<file path="src/rtl/hsk_uart_tx_pkg.sv">
// rtl/hsk_uart_tx_pkg.sv - shared types and constants for the housekeeping UART transmitter (HSK_UART_TX_PARITY_EN adds PARITY)
package hsk_pkg;

  localparam int HSK_DATA_BITS = 8;
  localparam int HSK_DROP_W    = 8;

  typedef enum logic [2:0] {
    ST_IDLE  = 3'd0,
    ST_START = 3'd1,
    ST_DATA  = 3'd2,
    ST_STOP  = 3'd3,
    ST_NULL  = 3'd4,
    ST_GUARD = 3'd5,
    ST_DEAD  = 3'd6
`ifdef HSK_UART_TX_PARITY_EN
    ,
    ST_PARITY = 3'd7
`endif
  } hsk_tx_state_t;

endpackage

</file>
<file path="src/rtl/hsk_uart_tx_bit_timer.sv">
// rtl/hsk_uart_tx_bit_timer.sv - bit-period timer, pulses bit_done on the last clock of each bit
module hsk_bit_timer #(
  parameter int CLKS_PER_BIT = 400
) (
  input  logic clk,
  input  logic rst_n,
  input  logic clear,
  input  logic enable,
  output logic bit_done
);

  localparam int CW = $clog2(CLKS_PER_BIT);

  logic [CW-1:0] cnt;

  assign bit_done = enable && (cnt == CW'(CLKS_PER_BIT - 1));

  // Count clocks within the current bit; wrap at the bit boundary, restart on clear
  always_ff @(posedge clk or negedge rst_n) begin
    if (!rst_n) begin
      cnt <= '0;
    end else if (clear) begin
      cnt <= '0;
    end else if (enable) begin
      cnt <= bit_done ? '0 : cnt + CW'(1);
    end
  end

endmodule

</file>
<file path="src/rtl/hsk_uart_tx.sv">
// rtl/hsk_uart_tx.sv - housekeeping UART transmitter with watchdog null/trigger handling (optional HSK_UART_TX_PARITY_EN)
module hsk_uart_tx
  import hsk_pkg::*;
#(
  parameter int CLKS_PER_BIT = 400,
  parameter int GUARD_BITS   = 1
) (
  input  logic                     wb_clk_i,
  input  logic                     wb_rst_ni,
  input  logic [HSK_DATA_BITS-1:0] s_tdata_i,
  input  logic                     s_tvalid_i,
  output logic                     s_tready_o,
  input  logic                     watchdog_null_i,
  input  logic                     watchdog_trigger_i,
  output logic                     tx_o,
  output logic                     busy_o,
  output logic [HSK_DROP_W-1:0]    drop_count_o
);

  localparam int GW = (GUARD_BITS > 1) ? $clog2(GUARD_BITS) : 1;

  hsk_tx_state_t            state, state_n;
  logic [2:0]               bit_idx, bit_idx_n;
  logic [HSK_DATA_BITS-1:0] data_q, data_n;
  logic [GW-1:0]            guard_cnt, guard_cnt_n;
  logic                     drop_inc;
  logic                     tx_d, rdy_d;
  logic                     handshake;
  logic                     in_flight;
  logic                     timer_clear, timer_en, bit_done;

  assign handshake = s_tvalid_i && s_tready_o;
  assign busy_o    = (state != ST_IDLE);

`ifdef HSK_UART_TX_PARITY_EN
  assign in_flight = (state == ST_START) || (state == ST_DATA) ||
                     (state == ST_PARITY) || (state == ST_STOP);
`else
  assign in_flight = (state == ST_START) || (state == ST_DATA) || (state == ST_STOP);
`endif

  // Timer runs only in timed states and restarts whenever the state changes
  assign timer_en    = in_flight || (state == ST_GUARD);
  assign timer_clear = (state_n != state);

  hsk_bit_timer #(
    .CLKS_PER_BIT(CLKS_PER_BIT)
  ) u_bit_timer (
    .clk     (wb_clk_i),
    .rst_n   (wb_rst_ni),
    .clear   (timer_clear),
    .enable  (timer_en),
    .bit_done(bit_done)
  );

  // State register plus registered line and ready outputs
  always_ff @(posedge wb_clk_i or negedge wb_rst_ni) begin
    if (!wb_rst_ni) begin
      state      <= ST_IDLE;
      bit_idx    <= '0;
      data_q     <= '0;
      guard_cnt  <= '0;
      tx_o       <= 1'b1;
      s_tready_o <= 1'b0;
    end else begin
      state      <= state_n;
      bit_idx    <= bit_idx_n;
      data_q     <= data_n;
      guard_cnt  <= guard_cnt_n;
      tx_o       <= tx_d;
      s_tready_o <= rdy_d;
    end
  end

  // Next state: DEAD is terminal, trigger beats null, null aborts any frame in flight
  always_comb begin
    state_n     = state;
    bit_idx_n   = bit_idx;
    data_n      = data_q;
    guard_cnt_n = guard_cnt;
    drop_inc    = 1'b0;
    if (state == ST_DEAD) begin
      drop_inc = handshake;
    end else if (watchdog_trigger_i) begin
      state_n  = ST_DEAD;
      drop_inc = handshake || in_flight;
    end else if (watchdog_null_i) begin
      state_n  = ST_NULL;
      drop_inc = handshake || in_flight;
    end else begin
      case (state)
        ST_IDLE: begin
          if (handshake) begin
            data_n    = s_tdata_i;
            bit_idx_n = '0;
            state_n   = ST_START;
          end
        end
        ST_START: begin
          if (bit_done) state_n = ST_DATA;
        end
        ST_DATA: begin
          if (bit_done) begin
            if (bit_idx == 3'(HSK_DATA_BITS - 1)) begin
`ifdef HSK_UART_TX_PARITY_EN
              state_n = ST_PARITY;
`else
              state_n = ST_STOP;
`endif
            end else begin
              bit_idx_n = bit_idx + 3'd1;
            end
          end
        end
`ifdef HSK_UART_TX_PARITY_EN
        ST_PARITY: begin
          if (bit_done) state_n = ST_STOP;
        end
`endif
        ST_STOP: begin
          if (bit_done) state_n = ST_IDLE;
        end
        ST_NULL: begin
          guard_cnt_n = '0;
          state_n     = (GUARD_BITS == 0) ? ST_IDLE : ST_GUARD;
        end
        ST_GUARD: begin
          if (bit_done) begin
            if (guard_cnt == GW'(GUARD_BITS - 1)) state_n = ST_IDLE;
            else guard_cnt_n = guard_cnt + GW'(1);
          end
        end
        default: state_n = ST_IDLE;
      endcase
    end
  end

  // Line level and ready for the upcoming cycle, derived from the next state
  always_comb begin
    tx_d  = 1'b1;
    rdy_d = 1'b0;
    case (state_n)
      ST_IDLE:   rdy_d = 1'b1;
      ST_START:  tx_d  = 1'b0;
      ST_DATA:   tx_d  = data_n[bit_idx_n];
`ifdef HSK_UART_TX_PARITY_EN
      ST_PARITY: tx_d  = ^data_n;
`endif
      ST_NULL:   tx_d  = 1'b0;
      ST_DEAD: begin
        tx_d  = !watchdog_null_i;
        rdy_d = 1'b1;
      end
      default: ;
    endcase
  end

  // Saturating count of bytes that never made it onto the line
  always_ff @(posedge wb_clk_i or negedge wb_rst_ni) begin
    if (!wb_rst_ni) begin
      drop_count_o <= '0;
    end else if (drop_inc && (drop_count_o != '1)) begin
      drop_count_o <= drop_count_o + HSK_DROP_W'(1);
    end
  end

endmodule

</file>
<file path="config.mk">
export PLATFORM = sky130hd
export DESIGN_NAME = hsk_uart_tx
export DESIGN_NICKNAME = d
export VERILOG_FILES = /design/src/rtl/hsk_uart_tx_pkg.sv /design/src/rtl/hsk_uart_tx_bit_timer.sv /design/src/rtl/hsk_uart_tx.sv
export SDC_FILE = /design/constraint.sdc
export NUM_CORES = 1
export LEC_CHECK = 0
export ABC_AREA = 1
export CORE_UTILIZATION = 40
export DETAILED_ROUTE_END_ITERATION = 7
export GPL_TIMING_DRIVEN = 0
export PLACE_DENSITY = 0.69
export SYNTH_ARGS = -nofsm -noshare
export SYNTH_HDL_FRONTEND = slang
export SYNTH_SLANG_ARGS = --single-unit
</file>
<file path="constraint.sdc">
create_clock -name wb_clk_i -period 2.45 [get_ports wb_clk_i]
set_input_delay 0.3675 -clock wb_clk_i [delete_from_list [all_inputs] [get_ports wb_clk_i]]
set_output_delay 0.3675 -clock wb_clk_i [all_outputs]
set_load 0.02 [all_outputs]
</file>
; ---- Word-level counts from Yosys, hierarchy flattened
; Cells that the tools add are included.
[classes]
div = 0
shift = 0
n_mul = 0
n_eq_ne = 15
magnitude_cmp = 1
reduce_logical = 16
bitwise = 3
muxes = 36
add_sub_neg = 4
[op_table]
columns = cell, n
row1 = two-way mux 3 bit, 16
row2 = two-way mux 8 bit, 5
row3 = two-way mux 9 bit, 3
row4 = == test 3 bit (second input constant), 6
row5 = one-hot mux 3 bit (6 select lines), 1
row6 = adder 9 x 1 -> 9 bit (second input constant), 1
row7 = == test 3 x 2 -> 1 bit (second input constant), 3
row8 = == test 9 bit (second input constant), 1
row9 = adder 8 x 1 -> 8 bit (second input constant), 1
row10 = != test 8 bit (second input constant), 1
row11 = two-way mux 1 bit, 7
row12 = == test 3 x 1 -> 1 bit (second input constant), 2
row13 = zero test 3 bit, 2
row14 = one-hot mux 3 bit (2 select lines), 1
row15 = AND reduction 5 bit, 1
row16 = logical OR 1 bit, 4
row17 = < comparator 3 x 4 -> 1 bit (second input constant), 1
row18 = nonzero test 2 bit, 2
row19 = OR reduction 2 bit, 2
row20 = adder 3 x 1 -> 3 bit (second input constant), 1
row21 = binary-select mux 1 bit (select 3 bit), 1
row22 = logical AND 1 bit, 3
row23 = != test 3 bit, 1
row24 = inverter 1 bit, 3
row25 = 6 further kinds, 6
[totals]
in_bits = 13
elab_cells = 83
latchBits = 0
output_inout_bits = 11
regBits = 34
ramBits = 0
memories = 0
mem_bits_ro = 0

; ---- Depth between registers and ports, before layout
; Gate-level depths: netlist (run 1).
[logic_depth]
word_depth = 13
ltp_mapped = 14
ltp_nobuf = 14

; ---- Cells and area by module
; A second synthesis (run 1) with hierarchy kept.
[hier_totals]
hier_cells = 254
hier_area_um2 = 1981.9
[modules_own_cells]
columns = module, area_each_um2, seq_area_each_um2, cells_each, n_inst
row1 = hsk_uart_tx, 1382.6, 601.8, 173, 1
row2 = hsk_bit_timer, 599.3, 225.2, 81, 1

; ---- Worst setup path after synthesis (run 1)
; No wires, ideal clock.
[synth_path]
path_kind = register to register
startpoint = reg u_bit_timer.cnt[0]
endpoint = reg u_bit_timer.cnt[0]
slack_ps = 646
setup_time_ps = 125
arrival_time_ps = 1679
stages_incl_launch_ff = 14
period_less_slack_ps = 1804
path_cell_list = dfrtp_1 > ha_1 > nand3_1 > inv_1 > nand3_2 > nor2_1 > nor2_1 > nor2_1 > o21ai_1 > nand2_2 > inv_2 > nor2_1 > o21ai_4 > nor2_1
[synth_between]
elab_chain_cells = 9
elab_cells_between_ends = 16
[synth_rtl]
columns = item, line
row1 = start: declaration, hsk_uart_tx_bit_timer.sv:14  ; logic [CW-1:0] cnt;
row2 = start signal: assignment, hsk_uart_tx_bit_timer.sv:25  ; cnt <= bit_done ? '0 : cnt + CW'(1);
row3 = == test 9 bit *, hsk_uart_tx_bit_timer.sv:16  ; assign bit_done = enable && (cnt == CW'(CLKS_PER_BIT - 1));
row4 = logical AND 1 bit *, hsk_uart_tx_bit_timer.sv:16
row5 = "two-way mux 3 bit, on equally long branches", --
row6 = one-hot mux 3 bit (6 select lines) *, hsk_uart_tx.sv:91  ; case (state)
row7 = two-way mux 3 bit *, hsk_uart_tx.sv:87  ; end else if (watchdog_null_i) begin
row8 = two-way mux 3 bit *, hsk_uart_tx.sv:84  ; end else if (watchdog_trigger_i) begin
row9 = two-way mux 3 bit *, hsk_uart_tx.sv:82  ; if (state == ST_DEAD) begin
row10 = via state_n[0], hsk_uart_tx.sv:22  ; hsk_tx_state_t state, state_n;
row11 = != test 3 bit *, hsk_uart_tx.sv:44  ; assign timer_clear = (state_n != state);
row12 = two-way mux 9 bit / nonzero test 2 bit (equally long branches), --
; Mark *: on every way through the listed nets, which the timed path passes. The rest lies on a longest branch. The select of a mux whose other input is x is not followed.
; A chain may end at the register's enable or synchronous reset.

; ---- Worst setup path after layout (run 1)
[layout_path]
startpoint = reg u_bit_timer.cnt[0]
endpoint = reg u_bit_timer.cnt[1]
; The elaborated chain is that of the path after synthesis.

==> metrics.md, run 1 <==
| Metric | Value |
|---|---|
| Worst Path Max Fanout | `9` |
| Hold-fix buffers, CTS | `0` |
| Root Buffer | `clkbuf_8` |
| RSZ-0062 raised after global routing | `false` |
| Post-CTS Setup Bufs | `0` |
| Fin. Hold Viols | `0` |
| Vias | `1642` |
| Setup ws final | `0.300 ns` |
| Worst Path Arrival | `2.31 ns` |
| I/O Pins | `24` |
| Req. time, crit path | `2.61 ns` |
| Worst path bufs/invs | `2` |
| DRT Pass-1 Iters | `4` |
| Drt via density | `5.08` |
| Status | `complete, no violations` |
| Wire per inst | `11.8 µm` |
| Post-route setup TNS | `0 ns` |
| Tmin final | `2.15 ns` |
| Die Y | `70.5 µm` |
| Worst-Margin Slew | `0.733 ns` |
| Initial DRC Count | `51` |
| Setup crit end kind | `flip-flop` |
| IO buf count | `23` |
| Clock sink count | `33` |
| Pint | `1090 µW` |
| Min Hold Slack | `0.135 ns` |
| PwrDens | `659 nW/µm²` |
| Reg area | `827 µm²` |
| Share of cells above drive strength 1 | `12.2%` |
| Final period utilization | `87.8%` |
| Slew HR | `51.1%` |
| Final net count | `286` |
| Leakage | `0.00106 µW` |
| Synth warnings | `0` |
| Sw frac | `27.7%` |
| # setup viols final | `0` |
| Core area | `4440 µm²` |
| Clock power frac | `35.6%` |
| Dpl ws | `0.159 ns` |
| FF+latch count, synth | `33` |
| Htree depth | `2` |
| Cells on worst reg2reg path | `12` |
| Post-detail-place hpwl | `2770 µm` |
| Max VDD drop | `0.579 mV` |
| Final ANT Viol Nets | `0` |
| First-pass GRT wire length | `6750 µm` |
| DRC | `0` |
| CP max stage delay | `0.40 ns` |
| Row count | `24` |
| Number of global-route vias before repair | `1584` |
| Min-delay worst type | `in2async` |
| FILL cells | `462` |
| DIE AREA | `4970 µm²` |
| CP top delay family | `simple AND/OR/NAND/NOR gates` |
| Layout Skew | `0.00895 ns` |
| Critical path class | `reg2reg` |
| Synth unique cells | `31` |
| Slew Viols, Final | `0` |
| Routability Congestion | `0.811` |
| Number of max-cap violations | `0` |
| Finished Layout Cells | `323` |
| Gr usage total | `17.3%` |
| Area of the multi-input gates | `937 µm²` |
| CTS tree | `done` |
| Synthesized cell area | `1880 µm²` |
| Clock tree buffer depth | `2` |
| Total clock buffers created by CTS | `5` |
| Layout overhead on the synthesized area | `21.9%` |
| Die width | `70.5 µm` |
| Seq/Total Area, Yosys | `44.0%` |
| Starting Density | `42.3%` |
| Mean Syn Cell Area | `7.83 µm²` |
| Levels on crit path | `12` |
| Post-CTS sizing | `0` |
| Fmax | `465 MHz` |
| Placed insts | `315` |
| Post-synthesis cell count | `240` |
| Seq pwr share | `44.5%` |
| Drt total wl | `3800 µm` |
| Net Sw Power | `418 µW` |
| Diode count | `0` |
| Critical path cell sequence | `ha_1, nand3_1, inv_1, nand3_2, nor2_4, nand3_1, o21ai_1, nand2_2, inv_2, nor2_1, o21ai_4, nor2_1` |
| Critical-path top delay cell | `dfrtp_1` |
| Largest net degree at the start of global routing | `34` |
| Clock Latency Late Sink | `0.29 ns` |
| Mapped Nets | `256` |
| GRT Residual Overflow | `0` |
| Clock-pin slew on the worst setup and hold paths | `0.07 ns` |
| Initial antenna violation count | `0` |
| Comb pwr share | `19.9%` |
| Critical Path Source Type | `flip-flop` |
-- Yosys cell counts --
library cell / instances / share of area (%)
inv_1: 24 / 4.8
buf_2: 1 / 0.27
nand2_1: 58 / 12
nor2_4: 2 / 1.2
xnor2_1: 4 / 1.9
o21ai_2: 1 / 0.47
a21oi_1: 3 / 0.80
nor3_1: 3 / 0.80
o21ai_1: 3 / 0.80
mux2_2: 1 / 0.60
nor2_1: 26 / 5.2
nand3_1: 26 / 6.9
o31ai_1: 1 / 0.40
o21ai_0: 14 / 3.7
or2_2: 1 / 0.33
o211ai_1: 2 / 0.80
dfstp_2: 1 / 1.4
a22oi_1: 1 / 0.40
nor2_2: 2 / 0.67
o21ai_4: 1 / 0.87
nand2_2: 4 / 1.3
nor3_2: 1 / 0.53
dfrtp_1: 32 / 43
xor2_1: 7 / 3.3
nand4_1: 6 / 2.0
a22o_1: 1 / 0.47
inv_2: 5 / 1.0
nand2_4: 1 / 0.60
o22ai_1: 2 / 0.67
nand3_2: 3 / 1.6
ha_1: 3 / 2.0
-- final timing paths --
kind                                                startpoint                              to  slack, ns
worst max-delay path            u_bit_timer.cnt[0]$_DFFE_PN0P_  u_bit_timer.cnt[1]$_DFFE_PN0P_       0.30
worst min-delay path                                 wb_rst_ni  u_bit_timer.cnt[5]$_DFFE_PN0P_       0.13
worst max register to register  u_bit_timer.cnt[0]$_DFFE_PN0P_  u_bit_timer.cnt[1]$_DFFE_PN0P_       0.30
worst min register to register             data_q[7]$_DFF_PN0_             data_q[7]$_DFF_PN0_       0.49
max in group asynchronous                            wb_rst_ni            bit_idx[1]$_DFF_PN0_       1.84
min in group wb_clk_i                      data_q[7]$_DFF_PN0_             data_q[7]$_DFF_PN0_       0.49
-- registers in the layout (all words and copies together) (netlist names) --
signal,cells
tx_o,1
bit_idx,3
drop_count_o,8
data_q,8
u_bit_timer.cnt,9
s_tready_o,1
state,3
-- cell families after synthesis --
logic type | Yosys count | synth area share [%]
simple gates | 133 | 32.8
flops | 33 | 44.0
buf+inv | 30 | 6.06
compound gates | 29 | 9.39
xor+xnor | 11 | 5.13
fa+ha+maj | 3 | 2.00
mux | 1 | 0.600
-- layout make-up --
class / instances / area share (%)
clock inverters: 2 / 1.64
clock buffers: 6 / 3.61
inverters: 29 / 4.76
flip-flops and latches: 33 / 36.1
repair buffers: 23 / 9.84
well taps: 52 / 2.84
plain buffers: 1 / 0.219
multi-input cells: 177 / 41.0
-- layout by cell type (no fill, tap or decap), drive strengths merged --
cell	instances
dfstp	1
ha	3
nand2	63
nand3	29
a22oi	1
clkbuf	6
o211ai	2
buf	2
nor3	4
nand4	6
inv	29
bufinv	1
a22o	1
or2	1
a21oi	3
clkinvlp	1
dfrtp	32
o31ai	1
o21ai	19
clkdlybuf4s50	22
xor2	7
xnor2	4
o22ai	2
nor2	30
mux2	1
-- power by group through the flow --
| stage | Sequential (µW) | Clock (µW) | Combinational (µW) |
|---|---|---|---|
| 3_5_place_dp | 679 | 0 | 304 |
| 5_1_grt | 682 | 570 | 322 |
| 2_1_floorplan | 738 | 0 | 80.3 |
| 3_3_place_gp | 680 | 0 | 299 |
| 6_report | 671 | 537 | 300 |
| 4_1_cts | 673 | 553 | 305 |
-- per-layer routing --
layer | track usage [%] | wire, µm | up-vias
met5 | 0 | 0 | -
met4 | 6.35 | 53 | 0
met3 | 4.33 | 147 | 5
met2 | 29.4 | 1830 | 27
met1 | 21.3 | 1760 | 765
li1 | - | - | 845
-- per-stage QoR --
step           power [µW]  utilization (%)  area (µm²)
2_1_floorplan         819                -        1880
3_3_place_gp          979             48.9        2170
3_5_place_dp          983             48.8        2170
4_1_cts              1530             51.5        2290
5_1_grt              1570             51.5        2290
6_report             1510             51.5        2290
Note: power is estimated with default switching activity, not from simulation.
==> run 2, diff against run 1 <==
--- a/config.mk
+++ b/config.mk
@@ -9,7 +9,8 @@
 export CORE_UTILIZATION = 40
 export DETAILED_ROUTE_END_ITERATION = 7
 export GPL_TIMING_DRIVEN = 0
-export PLACE_DENSITY = 0.69
+export PLACE_DENSITY = 0.6
+export SKIP_CTS_REPAIR_TIMING = 1
 export SYNTH_ARGS = -nofsm -noshare
 export SYNTH_HDL_FRONTEND = slang
 export SYNTH_SLANG_ARGS = --single-unit
==> run 2 against run 1 <==
The flow now finishes with violations (DRC). Non-clock buffer count stayed put. Global-route usage is 0.14 points higher. Combinational power is 1% lower. Clock power is 20% lower. Register-to-register slack better by 0.06 ns. Critical path depth is 7 lower. Setup slack better by 0.029 ns. Count of clock-buffer cells in the layout is 2 higher. Via count is 2.2% lower. Sequential power hardly changed. Largest cell class unchanged.
==> metrics.md, run 2 (synthesized netlist as in run 1, its figures left out) <==
| Metric | Value |
|---|---|
| Worst Path Arrival | `1.75 ns (-0.56 ns)` |
| Top reg by flops | `u_bit_timer.cnt` |
| DRC | `2 (+2)` |
| Gr usage total | `17.5% (+0.14 points)` |
| Worst Path Max Fanout | `9 (unchanged)` |
| Leakage | `0.00105 µW (-1.1%)` |
| RSZ-0062 raised after global routing | `false` |
| Drt via density | `4.97 (-2.2%)` |
| Clock-pin slew on the worst setup and hold paths | `0.07 ns (about the same)` |
| Final net count | `286 (unchanged)` |
| Critical-path top delay cell | `clkdlybuf4s50_1` |
| # setup viols final | `0 (unchanged)` |
| Diode count | `0 (unchanged)` |
| Reg-to-Reg End | `u_bit_timer.cnt[0]$_DFFE_PN0P_` |
| Routability Congestion | `0.835 (+2.9%)` |
| Die Y | `70.5 µm (unchanged)` |
| Fmax | `471 MHz (+1.4%)` |
| Initial antenna violation count | `0 (unchanged)` |
| GRT Residual Overflow | `0 (unchanged)` |
| Clock Latency Late Sink | `0.29 ns (about the same)` |
| Htree depth | `2 (unchanged)` |
| Starting Density | `42.3% (unchanged)` |
| Initial DRC Count | `64 (+25%)` |
| Layout overhead on the synthesized area | `20.3%` |
| Req. time, crit path | `2.08 ns (-0.53 ns)` |
| Number of max-cap violations | `0 (unchanged)` |
| Critical path cell sequence | `inv_2, nand2_1, nor2_1, inv_1, clkdlybuf4s50_1` |
| Die width | `70.5 µm (unchanged)` |
| Clock sink count | `33 (unchanged)` |
| Biggest regs | `u_bit_timer.cnt (9), data_q (8), drop_count_o (8)` |
| Setup crit end kind | `output pin` |
| Max VDD drop | `0.582 mV (+0.50%)` |
| Drt total wl | `3860 µm (+1.7%)` |
| Min-delay worst type | `in2async` |
| Root Buffer | `clkbuf_8` |
| Failing checks | `DRC` |
| Largest net degree at the start of global routing | `34 (unchanged)` |
| Number of global-route vias before repair | `1490 (-5.9%)` |
| I/O Pins | `24 (unchanged)` |
| Slew HR | `51.0% (-0.14 points)` |
| CTS tree | `done` |
| Slew Viols, Final | `0 (unchanged)` |
| Row count | `24 (unchanged)` |
| Worst-Margin Slew | `0.735 ns (+0.00209 ns)` |
| Vias | `1606 (-2.2%)` |
| PwrDens | `618 nW/µm² (-6.3%)` |
| Cells on worst reg2reg path | `13 (+1)` |
| Critical Path Source Type | `flip-flop` |
| Post-route setup TNS | `0 ns (unchanged)` |
| Number of flip-flops in the largest register | `9 (unchanged)` |
| Core area | `4440 µm² (unchanged)` |
| Final period utilization | `86.6% (-1.2 points)` |
| IO buf count | `23 (unchanged)` |
| First-pass GRT wire length | `6710 µm (-0.62%)` |
| Commonest cells after routing, fill and taps aside | `58 x nand2_1, 32 x dfrtp_1, 26 x nor2_1, 26 x nand3_1, 24 x inv_1` |
| DIE AREA | `4970 µm² (unchanged)` |
| Total clock buffers created by CTS | `5 (unchanged)` |
| Status | `finished with violations` |
| Post-detail-place hpwl | `2860 µm (+3.3%)` |
| Final Total Pwr | `1400 µW (-7.5%)` |
| Layout Skew | `0.00657 ns (-0.00238 ns)` |
| Origin of the critical flop-to-flop path | `u_bit_timer.cnt[0]$_DFFE_PN0P_` |
| Fin. Hold Viols | `0 (unchanged)` |
| Tmin final | `2.12 ns (-0.0292 ns)` |
| Fin util | `50.8% (-0.68 points)` |
| Final ANT Viol Nets | `0 (unchanged)` |
| DRT Pass-1 Iters | `8 (+4)` |
| Critical path class | `reg2out` |
| Clock tree buffer depth | `2 (unchanged)` |
| Commonest non-fill, non-tap cell in the layout | `nand2_1` |
| Wire per inst | `12.0 µm (+1.7%)` |
| R2r setup slk | `0.36 ns (+0.06 ns)` |
| Share of cells above drive strength 1 | `11.4% (-0.74 points)` |
| CP max stage delay | `0.54 ns (+0.14 ns)` |
## run 2: changes by cell type in the layout (fill, tap and decap cells not counted)
cell        before  now
bufinv_16        1    0
clkbuf_1         0    2
clkinvlp_4       1    0
## run 2: worst max-delay path by stage
stage | slack, ns | start | to | cells past startpoint
2_1_floorplan | 0.65 | u_bit_timer.cnt[0]$_DFFE_PN0P_ | u_bit_timer.cnt[0]$_DFFE_PN0P_ | 13
3_3_place_gp | 0.14 | watchdog_null_i | tx_o$_DFF_PN1_ | 11
3_5_place_dp | 0.12 | watchdog_null_i | tx_o$_DFF_PN1_ | 11
4_1_cts | 0.32 | state[0]$_DFF_PN0_ | busy_o | 5
5_1_grt | 0.15 | u_bit_timer.cnt[0]$_DFFE_PN0P_ | u_bit_timer.cnt[6]$_DFFE_PN0P_ | 12
6_report | 0.33 | state[0]$_DFF_PN0_ | busy_o | 5
## run 2: cell type report
type | count | area [µm²]
multi-input cells | 177 | 937
plain buffers | 1 | 5.00
flip-flops and latches | 33 | 827
well taps | 52 | 65.1
inverters | 29 | 109
repair buffers | 23 | 225
clock buffers | 8 | 90.1
fillers | 447 | 2190
## run 2: layer usage
layer,wire (µm),GRT usage (%),vias to the layer above
li1,-,-,843
met1,1970,23.6,732
met2,1670,26.3,26
met3,172,5.48,5
met4,54,6.35,0
met5,0,0,-
## run 2: worst max-delay path, delay by kind of cell, from the launching register on
family        cells  cell delay (ns)
flops             1             0.44
simple gates      2             0.24
buf+inv           3             0.78
## run 2: through the flow
stage	area (µm²)	setup WS, ns	hold slack (ns)	cells
finish	2260	0.329	0.134	323
global route	2260	0.153	0.199	323
CTS	2260	0.318	0.170	323
detailed placement	2170	0.125	0.473	315
global placement	2170	0.142	0.468	315
floorplan	1880	0.646	0.0719	240
## run 2: power breakdown
| part | switching [µW] | internal (µW) | total, µW |
|---|---|---|---|
| clock network | 198 | 229 | 427 |
| registers | 70.9 | 602 | 673 |
| logic | 138 | 157 | 296 |
| total | 407 | 988 | 1400 |
==> run 3, diff against run 2 <==
--- a/config.mk
+++ b/config.mk
@@ -6,6 +6,7 @@
 export NUM_CORES = 1
 export LEC_CHECK = 0
 export ABC_AREA = 1
+export CAP_MARGIN = 20
 export CORE_UTILIZATION = 40
 export DETAILED_ROUTE_END_ITERATION = 7
 export GPL_TIMING_DRIVEN = 0
==> results of run 3 <==
The final DEF is identical to that of run 2; final timing and power are the same.
